### config.mk
export PLATFORM = sky130hd
export DESIGN_NAME = mem_port_arbiter_flat
export DESIGN_NICKNAME = d
export VERILOG_FILES = /design/src/rtl/mem_port_arbiter_if.sv /design/src/rtl/mem_port_arbiter.sv /design/src/flat_wrapper.sv
export SDC_FILE = /design/constraint.sdc
export NUM_CORES = 1
export LEC_CHECK = 0
export CORE_AREA = 2 2 120 122
export CTS_BUF_LIST = sky130_fd_sc_hd__clkbuf_8
export CTS_CLUSTER_DIAMETER = 120
export DETAILED_ROUTE_END_ITERATION = 8
export DIE_AREA = 0 0 122 124
export PLACE_DENSITY = 0.84
export REMOVE_ABC_BUFFERS = 1
export SLEW_MARGIN = 5
export SYNTH_ARGS = -nofsm -noshare
export SYNTH_HDL_FRONTEND = slang
export SYNTH_SLANG_ARGS = --single-unit
### constraint.sdc
create_clock -name clk -period 14.3 [get_ports clk]
set_input_delay 2.86 -clock clk [delete_from_list [all_inputs] [get_ports clk]]
set_output_delay 2.86 -clock clk [all_outputs]
set_load 0.01 [all_outputs]
### src/rtl/mem_port_arbiter_if.sv
// Request/response and memory-side signals of the two-port memory arbiter.
// Slave modport is the arbiter; master modport is the requesters plus memory.
// Port 0 is instruction fetch, port 1 is load/store.
interface mem_port_arbiter_if #(parameter int N = 32);
    logic          req0;
    logic          req1;
    logic          we0;
    logic          we1;
    logic [31:0]   adr0;
    logic [31:0]   adr1;
    logic [N-1:0]  wdata0;
    logic [N-1:0]  wdata1;
    logic          ack0;
    logic          ack1;
    logic [N-1:0]  rdata0;
    logic [N-1:0]  rdata1;
    logic          busy;
    logic [31:0]   memAdr;
    logic [N-1:0]  writeData;
    logic          memWrite;
    logic [N-1:0]  readData;

    modport slave (
        input  req0, req1, we0, we1, adr0, adr1, wdata0, wdata1, readData,
        output ack0, ack1, rdata0, rdata1, busy, memAdr, writeData, memWrite
    );

    modport master (
        output req0, req1, we0, we1, adr0, adr1, wdata0, wdata1, readData,
        input  ack0, ack1, rdata0, rdata1, busy, memAdr, writeData, memWrite
    );
endinterface

### src/rtl/mem_port_arbiter.sv
// Round-robin arbiter sharing one data memory between fetch (port 0) and load/store (port 1).
// Latency: request sampled at edge k, memory access in cycle k+1, ack pulse in cycle k+2.
// Backpressure: requesters hold req until ack; losing port simply waits, one access per 3 cycles.
module mem_port_arbiter #(
    parameter int N = 32
) (
    input  logic               clk,
    input  logic               rst,
    mem_port_arbiter_if.slave  bus
);

    typedef enum logic [1:0] {IDLE, SERVE, DONE} state_t;

    state_t        state_q;
    logic          sel_q;       // index of the port being served
    logic          last_q;      // port granted most recently
    logic          we_q;
    logic [31:0]   adr_q;
    logic [N-1:0]  wdata_q;
    logic [N-1:0]  rdata0_q;
    logic [N-1:0]  rdata1_q;
    logic          ack0_q;
    logic          ack1_q;
    logic          busy_q;
    logic          win_d;

    // Winner: a lone requester wins; on a tie the port not granted last time wins.
    always_comb begin
        win_d = bus.req1;
        if (bus.req0 && bus.req1) begin
            win_d = ~last_q;
        end
    end

    // Control FSM with latched request and registered outputs.
    always_ff @(posedge clk or posedge rst) begin
        if (rst) begin
            state_q  <= IDLE;
            sel_q    <= 1'b0;
            last_q   <= 1'b1;
            we_q     <= 1'b0;
            adr_q    <= '0;
            wdata_q  <= '0;
            rdata0_q <= '0;
            rdata1_q <= '0;
            ack0_q   <= 1'b0;
            ack1_q   <= 1'b0;
            busy_q   <= 1'b0;
        end else begin
            case (state_q)
                IDLE: begin
                    if (bus.req0 || bus.req1) begin
                        sel_q   <= win_d;
                        last_q  <= win_d;
                        we_q    <= win_d ? bus.we1    : bus.we0;
                        adr_q   <= win_d ? bus.adr1   : bus.adr0;
                        wdata_q <= win_d ? bus.wdata1 : bus.wdata0;
                        busy_q  <= 1'b1;
                        state_q <= SERVE;
                    end
                end
                SERVE: begin
                    // Reads capture the memory word as SERVE ends; writes leave rdata alone.
                    if (!we_q) begin
                        if (sel_q) begin
                            rdata1_q <= bus.readData;
                        end else begin
                            rdata0_q <= bus.readData;
                        end
                    end
                    ack0_q  <= ~sel_q;
                    ack1_q  <= sel_q;
                    state_q <= DONE;
                end
                DONE: begin
                    // Requests are ignored here so a held req is re-sampled only in IDLE.
                    ack0_q  <= 1'b0;
                    ack1_q  <= 1'b0;
                    busy_q  <= 1'b0;
                    state_q <= IDLE;
                end
                default: begin
                    ack0_q  <= 1'b0;
                    ack1_q  <= 1'b0;
                    busy_q  <= 1'b0;
                    state_q <= IDLE;
                end
            endcase
        end
    end

    // Write enable is combinational so an asynchronous reset kills it immediately.
    assign bus.memWrite  = (state_q == SERVE) && we_q;
    assign bus.memAdr    = adr_q;
    assign bus.writeData = wdata_q;
    assign bus.ack0      = ack0_q;
    assign bus.ack1      = ack1_q;
    assign bus.rdata0    = rdata0_q;
    assign bus.rdata1    = rdata1_q;
    assign bus.busy      = busy_q;

endmodule
### src/flat_wrapper.sv
// flat-port wrapper written by rule: the top's interface ports become plain ports
module mem_port_arbiter_flat 
#(
    parameter int N = 32
)
  (clk, rst, bus_req0, bus_req1, bus_we0, bus_we1, bus_adr0, bus_adr1, bus_wdata0, bus_wdata1, bus_readData, bus_ack0, bus_ack1, bus_rdata0, bus_rdata1, bus_busy, bus_memAdr, bus_writeData, bus_memWrite);
  mem_port_arbiter_if #(.N(N)) bus_i ();
  input  logic clk;
  input  logic rst;
  input wire logic [$bits(bus_i.req0)-1:0] bus_req0;
  input wire logic [$bits(bus_i.req1)-1:0] bus_req1;
  input wire logic [$bits(bus_i.we0)-1:0] bus_we0;
  input wire logic [$bits(bus_i.we1)-1:0] bus_we1;
  input wire logic [$bits(bus_i.adr0)-1:0] bus_adr0;
  input wire logic [$bits(bus_i.adr1)-1:0] bus_adr1;
  input wire logic [$bits(bus_i.wdata0)-1:0] bus_wdata0;
  input wire logic [$bits(bus_i.wdata1)-1:0] bus_wdata1;
  input wire logic [$bits(bus_i.readData)-1:0] bus_readData;
  output wire logic [$bits(bus_i.ack0)-1:0] bus_ack0;
  output wire logic [$bits(bus_i.ack1)-1:0] bus_ack1;
  output wire logic [$bits(bus_i.rdata0)-1:0] bus_rdata0;
  output wire logic [$bits(bus_i.rdata1)-1:0] bus_rdata1;
  output wire logic [$bits(bus_i.busy)-1:0] bus_busy;
  output wire logic [$bits(bus_i.memAdr)-1:0] bus_memAdr;
  output wire logic [$bits(bus_i.writeData)-1:0] bus_writeData;
  output wire logic [$bits(bus_i.memWrite)-1:0] bus_memWrite;
  assign bus_i.req0 = bus_req0;
  assign bus_i.req1 = bus_req1;
  assign bus_i.we0 = bus_we0;
  assign bus_i.we1 = bus_we1;
  assign bus_i.adr0 = bus_adr0;
  assign bus_i.adr1 = bus_adr1;
  assign bus_i.wdata0 = bus_wdata0;
  assign bus_i.wdata1 = bus_wdata1;
  assign bus_i.readData = bus_readData;
  assign bus_ack0 = bus_i.ack0;
  assign bus_ack1 = bus_i.ack1;
  assign bus_rdata0 = bus_i.rdata0;
  assign bus_rdata1 = bus_i.rdata1;
  assign bus_busy = bus_i.busy;
  assign bus_memAdr = bus_i.memAdr;
  assign bus_writeData = bus_i.writeData;
  assign bus_memWrite = bus_i.memWrite;
  mem_port_arbiter #(.N(N)) u_core (.clk(clk), .rst(rst), .bus(bus_i));
endmodule
==> results of run 1 <==
synth_stat cells, drive strengths merged (2+ instances only):
master / n
buf: 20
nor2: 3
dfrtp: 135
inv: 3
nor3b: 2
mux2: 194
mux2i: 2
cell usage in the layout (no fill, tap or decap):
cell             instances
a21o_1                   1
and2_1                   1
bufinv_16                4
buf_4                    5
nor2_1                   3
inv_1                    2
dfstp_2                  1
and2b_1                  1
mux2_4                  69
clkinv_4                 1
o21a_4                   1
nor3b_4                  2
inv_6                    2
o32ai_1                  1
clkinv_2                 3
mux2_2                 109
a21oi_1                  1
dfrtp_1                135
clkdlybuf4s50_1        297
a21bo_4                  1
mux2_1                  16
clkinvlp_4               2
clkbuf_8                21
mux2i_1                  2
a31oi_1                  1
report_power, final:
group          leakage (nW)  internal, W  total [W]  switching [W]
clock network         0.228     0.000209   0.000358       0.000149
registers              1.61     0.000585   0.000696       0.000112
logic                  2.31     0.000640    0.00100       0.000360
total                  4.15      0.00143    0.00205       0.000621
worst reg2reg max path, stage by stage (launching register included):
cell and delay [ns]:
dfstp_2 0.55, a21bo_4 0.14, buf_4 0.77, mux2_2 0.53
mux2_2 0.27
registers in the layout (all words and copies together) (netlist names), 2 cells and up:
register	flops
u_core.bus.memAdr	32
u_core.bus.rdata0	32
u_core.bus.rdata1	32
u_core.bus.writeData	32
u_core.state_q	2
cell type report:
type,count,area share (%)
multi-input cells,209,26.7
clock inverters,11,1.73
inverters,3,0.168
well taps,180,2.32
repair buffers,302,31.0
flip-flops and latches,136,35.1
clock buffers,21,2.98
logic make-up after synthesis:
logic type | after synthesis
DFF | 136
AOI/OAI and AO/OA | 6
muxes | 196
and+or+nand+nor | 7
buffers and inverters | 23
through the flow:
stage               std cells  instance area [sq um]  hold WS [ns]  power (W)  setup WS (ns)
finish                    862                   9700         0.490    0.00205           9.51
floorplan                 348                   5990         0.480    0.00119           7.80
detailed placement        830                   9240         0.476    0.00171           9.07
CTS                       862                   9700         0.493    0.00208           9.55
global route              862                   9700         0.506    0.00216           9.46
global placement          830                   9240         0.466    0.00168           9.15
metal layers:
metal | vias to the layer above | global-route usage [%] | share of wire (%)
li1 | 1925 | - | -
met1 | 2121 | 22.9 | 37
met2 | 188 | 37.3 | 52
met3 | 36 | 7.60 | 8.4
met4 | 0 | 10.2 | 3.1
met5 | - | 0 | 0
how the worst max path moves through the flow:
stage / depth (start not counted) / slack (ns) / startpoint / to
after floorplan: 1 / 7.80 / rst / u_core.bus.ack0$_DFFE_PP0P_
after global placement: 5 / 9.15 / bus_req0 / u_core.bus.memAdr[18]$_DFFE_PP0P_
after detailed placement: 5 / 9.07 / bus_req0 / u_core.bus.memAdr[8]$_DFFE_PP0P_
after CTS: 3 / 9.55 / u_core.state_q[1]$_DFFE_PP0P_ / bus_memWrite
after global routing: 5 / 9.46 / bus_req0 / u_core.bus.memAdr[27]$_DFFE_PP0P_
final: 5 / 9.51 / bus_req0 / u_core.bus.memAdr[8]$_DFFE_PP0P_
==> results.toml, run 1 <==
[timing]
slew_headroom_pct = 28.0
fin_crit_sh_pct = 33.5
fin_setup_tns_ns = 0
rsz0062_at_grt = "false"
fmax_ghz = 0.209
final-max-slew-violation-count = 0
finClkSkew_ns = 0.0151
hold_violations = 0
fin_crit_ns = 4.79
setup_viol = 0
tightest_slew_ns = 1.08

[die]
rows = 43
pin_count = 298
start_util_pct = 44.8
core_area_sq_mm = 0.0137
die_x_microns = 122
die_h_microns = 124
fp.dieArea_sq_mm = 0.0151

[yosys]
synth.distinct_cells = 20
synth_top_family_by_area = "multiplexers"
syn_inst = 368
synth_seq_cells = 136
synthMuxAreaShare_pct = 40.1
synth.area.top_cells = "dfrtp_1, mux2_2, mux2_4"
synthXorXnorAreaFrac_pct = 0
yosysSeqAreaShare_pct = 55.4
yosys.area_share.simple_pct = 1.02
yosys_most_used_dff = "dfrtp_1"
synth-edff-count = 0
synth-compound-area-share_pct = 0.733
netlist_area_sq_mm = 0.00614
synth_top_area_share_pct = 55.0
synth_top_area_cell = "dfrtp_1"
yosys_warnings = 0
ys_async_sr_fraction_pct = 100
synth_fa_ha_area_share_pct = 0
syn_avg_cell_area_sq_um = 16.7

[clocking]
cts_resized = 0
tritoncts = "built"
postCtsSetupRepairBufs = 0
htreeDepth = 4
cts_max_path_buffers = 2
insertion_delay_ns = 0.45
cts_hold_buf = 0
clock_sinks = 136
cts-buffers-inserted = 17
clk_pin_slew_ns = 0.08
root_buffer = "clkbuf_8"

[global_routing]
grt_first_pass_wirelength_microns = 24200
grt_overflow_total = 0
antenna_found_initial = 0
track_usage_pct = 21.3
grt_max_degree = 80
first_global_vias = 4729

[critical_path]
worstPathCellList = "clkdlybuf4s50_1 -> a21bo_4 -> buf_4 -> mux2_2 -> mux2_2"
r2r_start = "u_core.last_q$_DFFE_PP1P_"
crit_buf_inv = 2
path_max_fanout = 64
rr_endpoint = "u_core.bus.memAdr[8]$_DFFE_PP0P_"
r2r_setup_slack_ns = 11.94
end_kind = "register"
cp_common_cell = "mux2_2"
cpPeakStageDelay_ns = 0.77
required_ns = 14.63
r2r_cells = 4
cpMaxStageDelayCell = "buf_4"
crit_family = "buffers and inverters"
critical_path_arrival_ns = 5.12
crit_type = "input pin to register"
cp-start-kind = "input pin"

[final_layout]
nFillCells = 902
diodes = 0
register_area_sq_mm = 0.00340
multi_input_area_sq_mm = 0.00258
area_growth_syn_to_layout_pct = 57.8
fin_util_pct = 70.7
drive_gt1_share_pct = 32.4
fin_nets = 835

[detailed_routing]
drt_iter0_markers = 146
avgViaCountPerCell = 4.95
detail-route-antenna-nets = 0
wl_microns = 16000
route.detailed.drc = 0
dr.pass1.iters = 4
num_vias = 4270
avgRoutedWirePerCell_microns = 18.5

[power]
p_leak_nw = 4.15
ir_drop_mv = 0.129
p_per_area_mw_per_mm2 = 212

[flow_run]
drv_cap = 0

[hold_path]
holdCritStartpoint = "u_core.bus.rdata0[11]$_DFFE_PP0P_"
hold_class = "register to register"
hold_depth = 1
hold-path-endpoint = "u_core.bus.rdata0[11]$_DFFE_PP0P_"

[placement]
dp_hpwl_microns = 11700
gp_congestion = 0.808
portBuffers = 297

[status]
status = "complete, no violations"
Power figures use the tool's default switching activity.
==> inputs of run 2 (changes only) <==
--- a/config.mk
+++ b/config.mk
@@ -5,12 +5,12 @@
 export SDC_FILE = /design/constraint.sdc
 export NUM_CORES = 1
 export LEC_CHECK = 0
-export CORE_AREA = 2 2 120 122
+export CORE_AREA = 2 2 131 133
 export CTS_BUF_LIST = sky130_fd_sc_hd__clkbuf_8
 export CTS_CLUSTER_DIAMETER = 120
 export DETAILED_ROUTE_END_ITERATION = 8
-export DIE_AREA = 0 0 122 124
-export PLACE_DENSITY = 0.84
+export DIE_AREA = 0 0 133 135
+export PLACE_DENSITY = 0.74
 export REMOVE_ABC_BUFFERS = 1
 export SLEW_MARGIN = 5
 export SYNTH_ARGS = -nofsm -noshare
==> constraint.sdc (replaced) <==
create_clock -name clk -period 3.9 [get_ports clk]
set_input_delay 0.78 -clock clk [delete_from_list [all_inputs] [get_ports clk]]
set_output_delay 0.78 -clock clk [all_outputs]
set_load 0.01 [all_outputs]
==> run 2 against run 1 <==
  * Critical path depth down 2
  * Critical endpoint is now bus_memWrite
  * Sequential power increased to 3.7 times the previous value
  * Worst setup slack worse by 8.2 ns
  * Design area is 0.40% higher
==> results.toml, run 2 (same netlist as run 1, synthesis figures left out) <==
[clocking]
cts_resized = 0
cts_max_path_buffers = 2
clk_pin_slew_ns = 0.07
clock_sinks = 136
insertion_delay_ns = 0.43
postCtsSetupRepairBufs = 0
htreeDepth = 4
root_buffer = "clkbuf_8"
cts-buffers-inserted = 17
tritoncts = "built"
cts_hold_buf = 0

[placement]
gp_congestion = 0.739
portBuffers = 297
dp_hpwl_microns = 11700
dp_cells = 870

[final_layout]
drive_gt1_share_pct = 32.3
area_growth_syn_to_layout_pct = 58.5
nFillCells = 1235
finalNonFillerCells = 901
register_area_sq_mm = 0.00340
fin_nets = 835
multi_input_area_sq_mm = 0.00258
final_common_cell = "clkdlybuf4s50_1"
diodes = 0
final_cell_mix = "clkdlybuf4s50_1, dfrtp_1, mux2_2"

[timing]
rsz0062_at_grt = "false"
final-max-slew-violation-count = 0
hold_violations = 0
hold_ws_ns = 0.486
fin_crit_ns = 2.62
slew_headroom_pct = 47.7
tightest_slew_ns = 0.785
finClkSkew_ns = 0.0120
fmax_ghz = 0.381
fin_crit_sh_pct = 67.2
setup_viol = 0

[power]
swShare_pct = 30.8
comb_power_share_pct = 49.5
seq_power_share_pct = 34.4
p_per_area_mw_per_mm2 = 761
internal-power_w = 0.00513
p_clk_share_pct = 16.1
p_leak_nw = 4.14
p_sw_w = 0.00228
total_power_w = 0.00741
ir_drop_mv = 0.333

[detailed_routing]
num_vias = 4181
wl_microns = 15800
route.detailed.drc = 0
drt_iter0_markers = 134
avgViaCountPerCell = 4.64
avgRoutedWirePerCell_microns = 17.6
detail-route-antenna-nets = 0
dr.pass1.iters = 3

[critical_path]
crit_type = "register to primary output"
cp-start-kind = "register"
critical_path_arrival_ns = 1.84
required_ns = 3.12
end_kind = "primary output"
path_max_fanout = 6

[die]
rows = 47
core_area_sq_mm = 0.0164
die_x_microns = 133
pin_count = 298
start_util_pct = 37.5
die_h_microns = 135
fp.dieArea_sq_mm = 0.0180

[global_routing]
first_global_vias = 4578
antenna_found_initial = 0
grt_first_pass_wirelength_microns = 25000
grt_max_degree = 84
grt_overflow_total = 0
track_usage_pct = 18.0

[status]
status = "complete, no violations"

[flow_run]
drv_cap = 0

[hold_path]
hold_class = "register to register"
run 2: changes by cell type in the layout (fill, tap and decap cells not counted), sizes merged:
cell      previous run  this run
bufinv               4         3
clkbuf              21        17
clkinv               4         8
clkinvlp             2         1
inv                  4         5
run 2: stage by stage:
step                      setup slack, ns  instance area (sq um)  util [%]  TNS [ns]
after global routing                 1.16                   9740      59.3         0
after global placement               1.20                   9330      56.9         0
after detailed placement             1.17                   9330      56.9         0
after floorplan                    -0.518                   5990         -    -69.90
after CTS                            1.22                   9740      59.3         0
final                                1.28                   9740      59.3         0
run 2: worst paths after layout:
check                                                  start                                 to  slack (ns)  depth (start not counted)
setup / recovery               u_core.state_q[1]$_DFFE_PP0P_                       bus_memWrite        1.28                          3
hold / removal             u_core.bus.rdata0[13]$_DFFE_PP0P_  u_core.bus.rdata0[13]$_DFFE_PP0P_        0.49                          1
setup reg to reg               u_core.state_q[0]$_DFFE_PP0P_   u_core.bus.memAdr[9]$_DFFE_PP0P_        1.80                          4
hold reg to reg            u_core.bus.rdata0[13]$_DFFE_PP0P_  u_core.bus.rdata0[13]$_DFFE_PP0P_        0.49                          1
max in group asynchronous                                rst          u_core.last_q$_DFFE_PP1P_        2.17                          3
min in group asynchronous                                rst   u_core.bus.rdata0[1]$_DFFE_PP0P_        0.84                          2
run 2: power by group through the flow:
stage          Clock, W  Sequential, W  Combinational, W
6_report        0.00119        0.00255           0.00367
5_1_grt         0.00129        0.00265           0.00389
4_1_cts         0.00124        0.00256           0.00374
3_5_place_dp          0        0.00257           0.00373
3_3_place_gp          0        0.00254           0.00365
2_1_floorplan         0        0.00286           0.00150
run 2: per-layer routing:
layer  vias up  track usage [%]  wire [microns]
met1      2036             20.7            6240
met4         0             6.39             280
met5         -                0               0
li1       1927                -               -
met3        19             5.89            1250
met2       199             31.5            8060
run 2: final cells by class:
type	instances	area share (%)
sequential	136	35.0
timing repair buffer	302	31.3
multi-input combinational	209	26.5
tap	220	2.83
clock buffer	17	2.40
clock inverter	14	1.79
inverter	3	0.167
run 2: worst max-delay path: stages, from the launching register on:
cell and delay (ns):
dfrtp_1 0.44, and2b_1 0.28, and2_1 0.15, clkdlybuf4s50_1 0.54
